$ cat src/rtl/game_round_ctrl.sv
// Round sequencing FSM: start, play, death animation, respawn, game over / win; outputs decode from state in the same cycle.
// Optional lives counting is built in when GAME_LIVES_EN is defined; otherwise lives_left stays at 0 and every death ends the game.
module game_round_ctrl #(
  parameter int DEATH_FRAMES = 60,
  parameter int LIVES        = 3
) (
  input  logic       Clk,
  input  logic       Reset,
  input  logic       frame_tick,
  input  logic       start_btn,
  input  logic       player1_dead,
  input  logic       player2_dead,
  input  logic       player1_at_exit,
  input  logic       player2_at_exit,
  output logic [2:0] state_out,
  output logic       hazard_reset,
  output logic       freeze,
  output logic       blink,
  output logic [1:0] lives_left,
  output logic       round_done
);

  typedef enum logic [2:0] {
    IDLE      = 3'd0,
    PLAYING   = 3'd1,
    DYING     = 3'd2,
    RESPAWN   = 3'd3,
    GAME_OVER = 3'd4,
    WIN       = 3'd5
  } state_e;

`ifdef GAME_LIVES_EN
  localparam bit LIVES_EN = 1'b1;
`else
  localparam bit LIVES_EN = 1'b0;
`endif

  localparam logic [7:0] DEATH_LAST = 8'(DEATH_FRAMES);
  localparam logic [1:0] LIVES_INIT = 2'(LIVES);

  state_e     state_q, state_d;
  logic [7:0] cnt_q, cnt_d;
  logic [1:0] lives_q, lives_d;
  logic       start_prev_q;
  logic       start_rise;

  assign start_rise = start_btn & ~start_prev_q;

  always_ff @(posedge Clk) begin
    if (Reset) begin
      state_q      <= IDLE;
      cnt_q        <= 8'd0;
      lives_q      <= 2'd0;
      // Held high so a button pressed through reset cannot start a round.
      start_prev_q <= 1'b1;
    end else begin
      state_q      <= state_d;
      cnt_q        <= cnt_d;
      lives_q      <= lives_d;
      start_prev_q <= start_btn;
    end
  end

  always_comb begin
    state_d = state_q;
    cnt_d   = cnt_q;
    lives_d = lives_q;
    case (state_q)
      IDLE: begin
        if (start_rise) begin
          lives_d = LIVES_EN ? LIVES_INIT : 2'd0;
          state_d = PLAYING;
        end
      end
      PLAYING: begin
        // Death outranks reaching the exits in the same cycle.
        if (player1_dead || player2_dead) begin
          state_d = DYING;
          cnt_d   = 8'd0;
        end else if (player1_at_exit && player2_at_exit) begin
          state_d = WIN;
        end
      end
      DYING: begin
        if (frame_tick) begin
          cnt_d = cnt_q + 8'd1;
          if (cnt_d == DEATH_LAST) begin
            if (LIVES_EN && (lives_q > 2'd1)) begin
              lives_d = lives_q - 2'd1;
              state_d = RESPAWN;
            end else begin
              lives_d = 2'd0;
              state_d = GAME_OVER;
            end
          end
        end
      end
      RESPAWN: state_d = PLAYING;
      GAME_OVER, WIN: begin
        if (start_rise) state_d = IDLE;
      end
      default: state_d = IDLE;
    endcase
  end

  always_comb begin
    state_out    = state_q;
    hazard_reset = (state_q == IDLE) || (state_q == RESPAWN);
    freeze       = (state_q == DYING) || (state_q == GAME_OVER) || (state_q == WIN);
    round_done   = (state_q == GAME_OVER) || (state_q == WIN);
    blink        = (state_q == DYING) & cnt_q[3];
    lives_left   = lives_q;
  end

endmodule

$ cat config.mk
export PLATFORM = sky130hd
export DESIGN_NAME = game_round_ctrl
export DESIGN_NICKNAME = d
export VERILOG_FILES = /design/src/rtl/game_round_ctrl.sv
export SDC_FILE = /design/constraint.sdc
export NUM_CORES = 1
export LEC_CHECK = 0
export CAP_MARGIN = 0
export CORE_UTILIZATION = 46
export CTS_BUF_LIST = sky130_fd_sc_hd__clkbuf_4
export DETAILED_ROUTE_END_ITERATION = 6
export GPL_TIMING_DRIVEN = 0
export PLACE_DENSITY = 0.77
export SYNTH_ARGS = -nofsm -noshare
export SYNTH_HDL_FRONTEND = slang
export SYNTH_SLANG_ARGS = --single-unit
$ cat constraint.sdc
create_clock -name Clk -period 1.41 [get_ports Clk]
set_clock_uncertainty 0.15 [all_clocks]
set_input_delay 0.282 -clock Clk [delete_from_list [all_inputs] [get_ports Clk]]
set_output_delay 0.282 -clock Clk [all_outputs]
set_load 0.05 [all_outputs]
# Word-level counts from Yosys, hierarchy flattened
# Cells that the tools add are included.
[totals] out_inout_bits=9 in_bits=8 word_cells=47 regBits=14
[op_classes] bitwise=3 n_mux=14 eq_ne=12 addsub=1 n_reduce_logical=13
[ops] cell="$mux 3" n=6
[ops] cell="$mux 8" n=2
[ops] cell="$pmux 8 s2" n=1
[ops] cell="$pmux 3 s5" n=1
[ops] cell="$ne 2x2->1 const B" n=5
[ops] cell="$add 8x1->8 const B" n=1
[ops] cell="$eq 8x6->1 const B" n=1
[ops] cell="$eq 3x2->1 const B" n=2
[ops] cell="$eq 3x3->1 const B" n=2
[ops] cell="$mux 2" n=3
[ops] cell="$logic_or 1x1->1" n=5
[ops] cell="$reduce_and 5->1" n=1
[ops] cell="$pmux 2 s2" n=1
[ops] cell="$reduce_and 4->1" n=1
[ops] cell="$reduce_bool 2->1" n=2
[ops] cell="$eq 3x1->1 const B" n=1
[ops] cell="$logic_not 3->1" n=1
[ops] cell="$ne 3x3->1 const B" n=1
[ops] cell="$reduce_and 3->1" n=1
[ops] cell="$and 1x1->1" n=2
[ops] cell="$reduce_or 2->1" n=1
[ops] cell="$logic_and 1x1->1" n=1
[ops] cell="$not 1->1" n=1

# Longest topological paths before layout
[depth] word_depth=5 mapped_depth=6 mapped_depth_nobuf=5

# Worst setup path before layout
# No wires, ideal clock.
[synth_timing] path_kind="register to output" start="reg state_q[2], in the netlist state_out[2]" end="out freeze" arrival_ns=2.094 path_slack_ns=-1.116 n_path_buf=1 t_required_ns=0.978 path_stages_with_launch=4 path_cell_list="dfxtp_1 buf_2 inv_1 o21ai_0"
[synth_via] elab_chain_cells=3 word_cells_on_any_way=5 cone_classes="eq/ne (3); reduce/logical (2)"
[synth_lines] element="start, declared" line_no="41" source="state_e state_q, state_d;"
[synth_lines] element="start signal, assigned" line_no="57" source="state_q <= state_d;"
[synth_lines] element="$eq 3x2->1 or $eq 3x3->1 (tied branches)" line_no="109" source="freeze = (state_q == DYING) || (state_q == GAME_OVER) || (state_q == WIN);"
[synth_lines] element="$logic_or 1x1->1" line_no="109"
[synth_lines] element="$logic_or 1x1->1 (*)" line_no="109"
[synth_lines] element="end, declared" line_no="17" source="output logic freeze,"
# Mark *: on every way between the ends. The rest lies on a longest branch, timed or not.

# Worst setup path after layout
[layout_timing] start="reg state_q[0], in the netlist state_out[0]" end="out blink"
[layout_via] elab_chain_cells=2
[layout_lines] element="$eq 3x2->1" line_no="111" source="blink = (state_q == DYING) & cnt_q[3];"
[layout_lines] element="$and 1x1->1" line_no="111"
[layout_lines] element="end, declared" line_no="18" source="output logic blink,"
# Every way passes these cells.

==> out/metrics.csv <==
stage,metric,value,unit
status,result_of_the_run,"complete, but fails checks",
status,violated_checks,negative setup slack,
setup_path,worstSetupPathType,flop to output pin,
route,drt.antenna.violating_nets,0,
sta,period_share,1.32,
grt,grt_start_max_net_pins,11,
placed_design,post-place-cells,125,
sta,fin_crit,1.85,ns
finish,final_cell_mix,"sky130_fd_sc_hd__buf_4 (16), sky130_fd_sc_hd__dfxtp_1 (8), sky130_fd_sc_hd__buf_6 (7), sky130_fd_sc_hd__nor2_1 (7), sky130_fd_sc_hd__clkdlybuf4s50_1 (7)",
placed_design,place_worst_setup_slack,-0.847,ns
clock_network,holdBufCountCts,0,
route,wl,2050,µm
sta,worst_slew_margin,0.659,
finish,most_common_library_cell_in_the_layout_ignoring_fill_and_taps,sky130_fd_sc_hd__buf_4,
grt,grt_util_all_layers,0.234,
setup_path,worst_setup_path_end_kind,output pin,
finish,insertedDiodeCount,0,
finish,layout.cell_area.non_filler,1170,µm²
placed_design,final_hpwl_from_detailed_placement,1200,µm
sta,number_of_hold_violations_in_the_final_report,0,
setup_path,worst_path_dominant_cell_family,simple AND/OR/NAND/NOR gates,
run,cap_violations,0,
clock_network,clockBufferDepth,2,
finish,final_layout_size_suffix_gt1_frac,0.413,
placed_design,placement.io_buffers,14,
route,drc,0,
clock_network,htreeDepth,1,
die,fp-row-count,14,
setup_path,cp_slowest_stage_delay,0.42,ns
setup_path,crit_slowest_cell,sky130_fd_sc_hd__or3b_4,
pwr,power.share.switching,0.291,
die,dieHeight,42.3,µm
grt,antenna_violations_before_repair,0,
clock_network,cts-buffers-inserted,3,
yosys,synth.yosys.seq_area_share,0.322,
placed_design,gp_congestion,0.836,
pwr,p_int,513,µW
route,detail_route.vias_per_cell,5.60,
sta,setup_viol,16,
yosys,yosys_register_bits,12,
route,drtPass1Iterations,4,
route,post_drt_wl_per_cell,14.4,µm
yosys,synthesis.yosys.warnings,0,
placed_design,dpl-instance-area,982,µm²
pwr,worst_vdd_drop,564,µV
finish,area.sequential,253,µm²
sta,maxClockFrequency,0.539,GHz
yosys,synth.cell_area,747,µm²
finish,nFillCells,105,
route,num_vias,795,
yosys,post_synth_inst_count,94,
yosys,synth.avg_cell_area,7.95,µm²
die,design.die.area,1790,µm²
setup_path,worst-endpoint-required,0.98,ns
hold_path,hold_class,flop to flop,
pwr,share_seq_of_total_power,0.472,
die,starting_density_of_the_core,0.496,
finish,num-nets-final,136,
setup_path,crit_buf_inv,2,
clock_network,cts_sinks,12,
grt,grt_pass1_wl,3110,µm
setup_path,worstPathArrival,1.42,ns
pwr,pwr-share-comb,0.209,
grt,first_global_vias,682,
route,dr.first_iter.drc_count,16,
setup_path,crit_path_cell_trace,"buf_8, or3b_4, nor2_4, buf_6",
finish,areaGrowthSynthToFinish,56.3,%
finish,post_layout_instance_count_excluding_filler_cells,142,
finish,final_util,0.775,
die,placeableCoreArea,1510,µm²
clock_network,clock_tree_from_tritoncts,done,
clock_network,clk-insertion-delay-late,0.28,ns
setup_path,worst-path-max-fanout,3,
clock_network,clk_pin_slew,0.08,ns
sta,finalHoldWorstSlack,0.349,ns
pwr,powerDensity,619,nW/µm²
die,boundaryPins,17,
pwr,clkPwrFrac,0.319,
die,die_width,42.3,µm
finish,multi_input_gate_area_in_the_final_layout,537,µm²
grt,grt_overflow_total,0,
sta,layout_setup_ws,-0.445,ns
pwr,power.net_switching,210,µW
sta,grt_setup_unrepaired,yes,
pwr,power.leakage,0.000438,µW
sta,worst_slew_pin_slew,0.512,ns
setup_path,critPathLaunchType,flop,
clock_network,cell_chosen_for_the_clock_root,sky130_fd_sc_hd__clkbuf_4,
yosys,synth.distinct_cells,34,
sta,report.final.slew_viol_count,0,
-- sequential cells by signal (all words and copies together), names as in the netlist --
register / cells
cnt_q: 8
state_out: 3
start_prev_q: 1
-- synthesized netlist by cell type (all sizes together) --
| library cell | instances | share of area |
|---|---|---|
| a2111oi | 1 | 0.012 |
| a211oi | 2 | 0.020 |
| a21boi | 2 | 0.020 |
| a21o | 1 | 0.010 |
| a21oi | 8 | 0.054 |
| a31oi | 4 | 0.033 |
| and3 | 3 | 0.025 |
| buf | 6 | 0.064 |
| clkbuf | 2 | 0.010 |
| conb | 1 | 0.0050 |
| dfxtp | 12 | 0.32 |
| ha | 1 | 0.017 |
| inv | 4 | 0.020 |
| nand2 | 6 | 0.030 |
| nand2b | 2 | 0.027 |
| nand3 | 5 | 0.033 |
| nand4bb | 1 | 0.037 |
| nor2 | 10 | 0.050 |
| nor3 | 1 | 0.0067 |
| nor3b | 1 | 0.017 |
| nor4 | 1 | 0.0084 |
| nor4b | 1 | 0.012 |
| o211ai | 2 | 0.020 |
| o21ai | 6 | 0.040 |
| o31a | 2 | 0.023 |
| or2 | 2 | 0.017 |
| or3 | 4 | 0.033 |
| or3b | 1 | 0.012 |
| or4 | 1 | 0.010 |
| xor2 | 1 | 0.012 |
-- worst register-to-register path, delay by kind of cell, from the launching register on --
family | cells | cell delay, ns
flip-flops | 1 | 0.35
AO/OA/AOI/OAI | 2 | 0.45
AND/OR/NAND/NOR | 2 | 0.38
buffers and inverters | 3 | 0.39
-- layer usage --
metal | wire length, µm | part of all wire | track usage
met1 | 1010 | 0.49 | 0.320
met2 | 900 | 0.44 | 0.329
met3 | 93 | 0.045 | 0.0560
met4 | 44 | 0.021 | 0.144
met5 | 0 | 0 | 0
-- through the flow --
step / power, µW / setup TNS (ns)
2_1_floorplan: 437 / -1.85
3_3_place_gp: 477 / -7.41
3_5_place_dp: 478 / -7.46
4_1_cts: 724 / -4.41
5_1_grt: 755 / -5.23
6_report: 723 / -4.31
-- logic make-up after synthesis --
logic type,synth area share
AND/OR/NAND/NOR,0.318
AO/OA/AOI/OAI,0.233
buffers and inverters,0.0938
flip-flops,0.322
XOR/XNOR,0.0117
adder cells (fa/ha/maj),0.0167
other,0.00502
-- power groups by stage --
stage / registers (µW) / logic, µW / clock network, µW
floorplan: 357 / 80.7 / 0
global placement: 349 / 128 / 0
detailed placement: 349 / 128 / 0
CTS: 342 / 140 / 243
global route: 342 / 160 / 253
finish: 341 / 151 / 230
-- worst paths after layout --
path | startpoint | to | slack (ns) | cells after the start
worst max-delay path | state_out[0] | blink | -0.44 | 4
worst min-delay path | cnt_q[1] | cnt_q[1] | 0.35 | 2
worst max register to register | state_out[0] | cnt_q[2] | -0.40 | 7
worst min register to register | cnt_q[1] | cnt_q[1] | 0.35 | 2
-- final cells by class --
class                   instances  share of cell area
plain buffers                   7              0.0611
clock buffers                   3              0.0193
clock inverters                 1             0.00322
inverters                       4              0.0129
multi-input cells              71               0.460
flip-flops and latches         12               0.217
well taps                      16              0.0171
repair buffers                 28               0.210
-- what timing repair did --
action,CTS,global route
cloned,0,0
pin swaps,5,4
setup buffers,9,5
resized for setup,48,8
setup endpoints to repair,17,16
(Power assumes the default switching activity.)
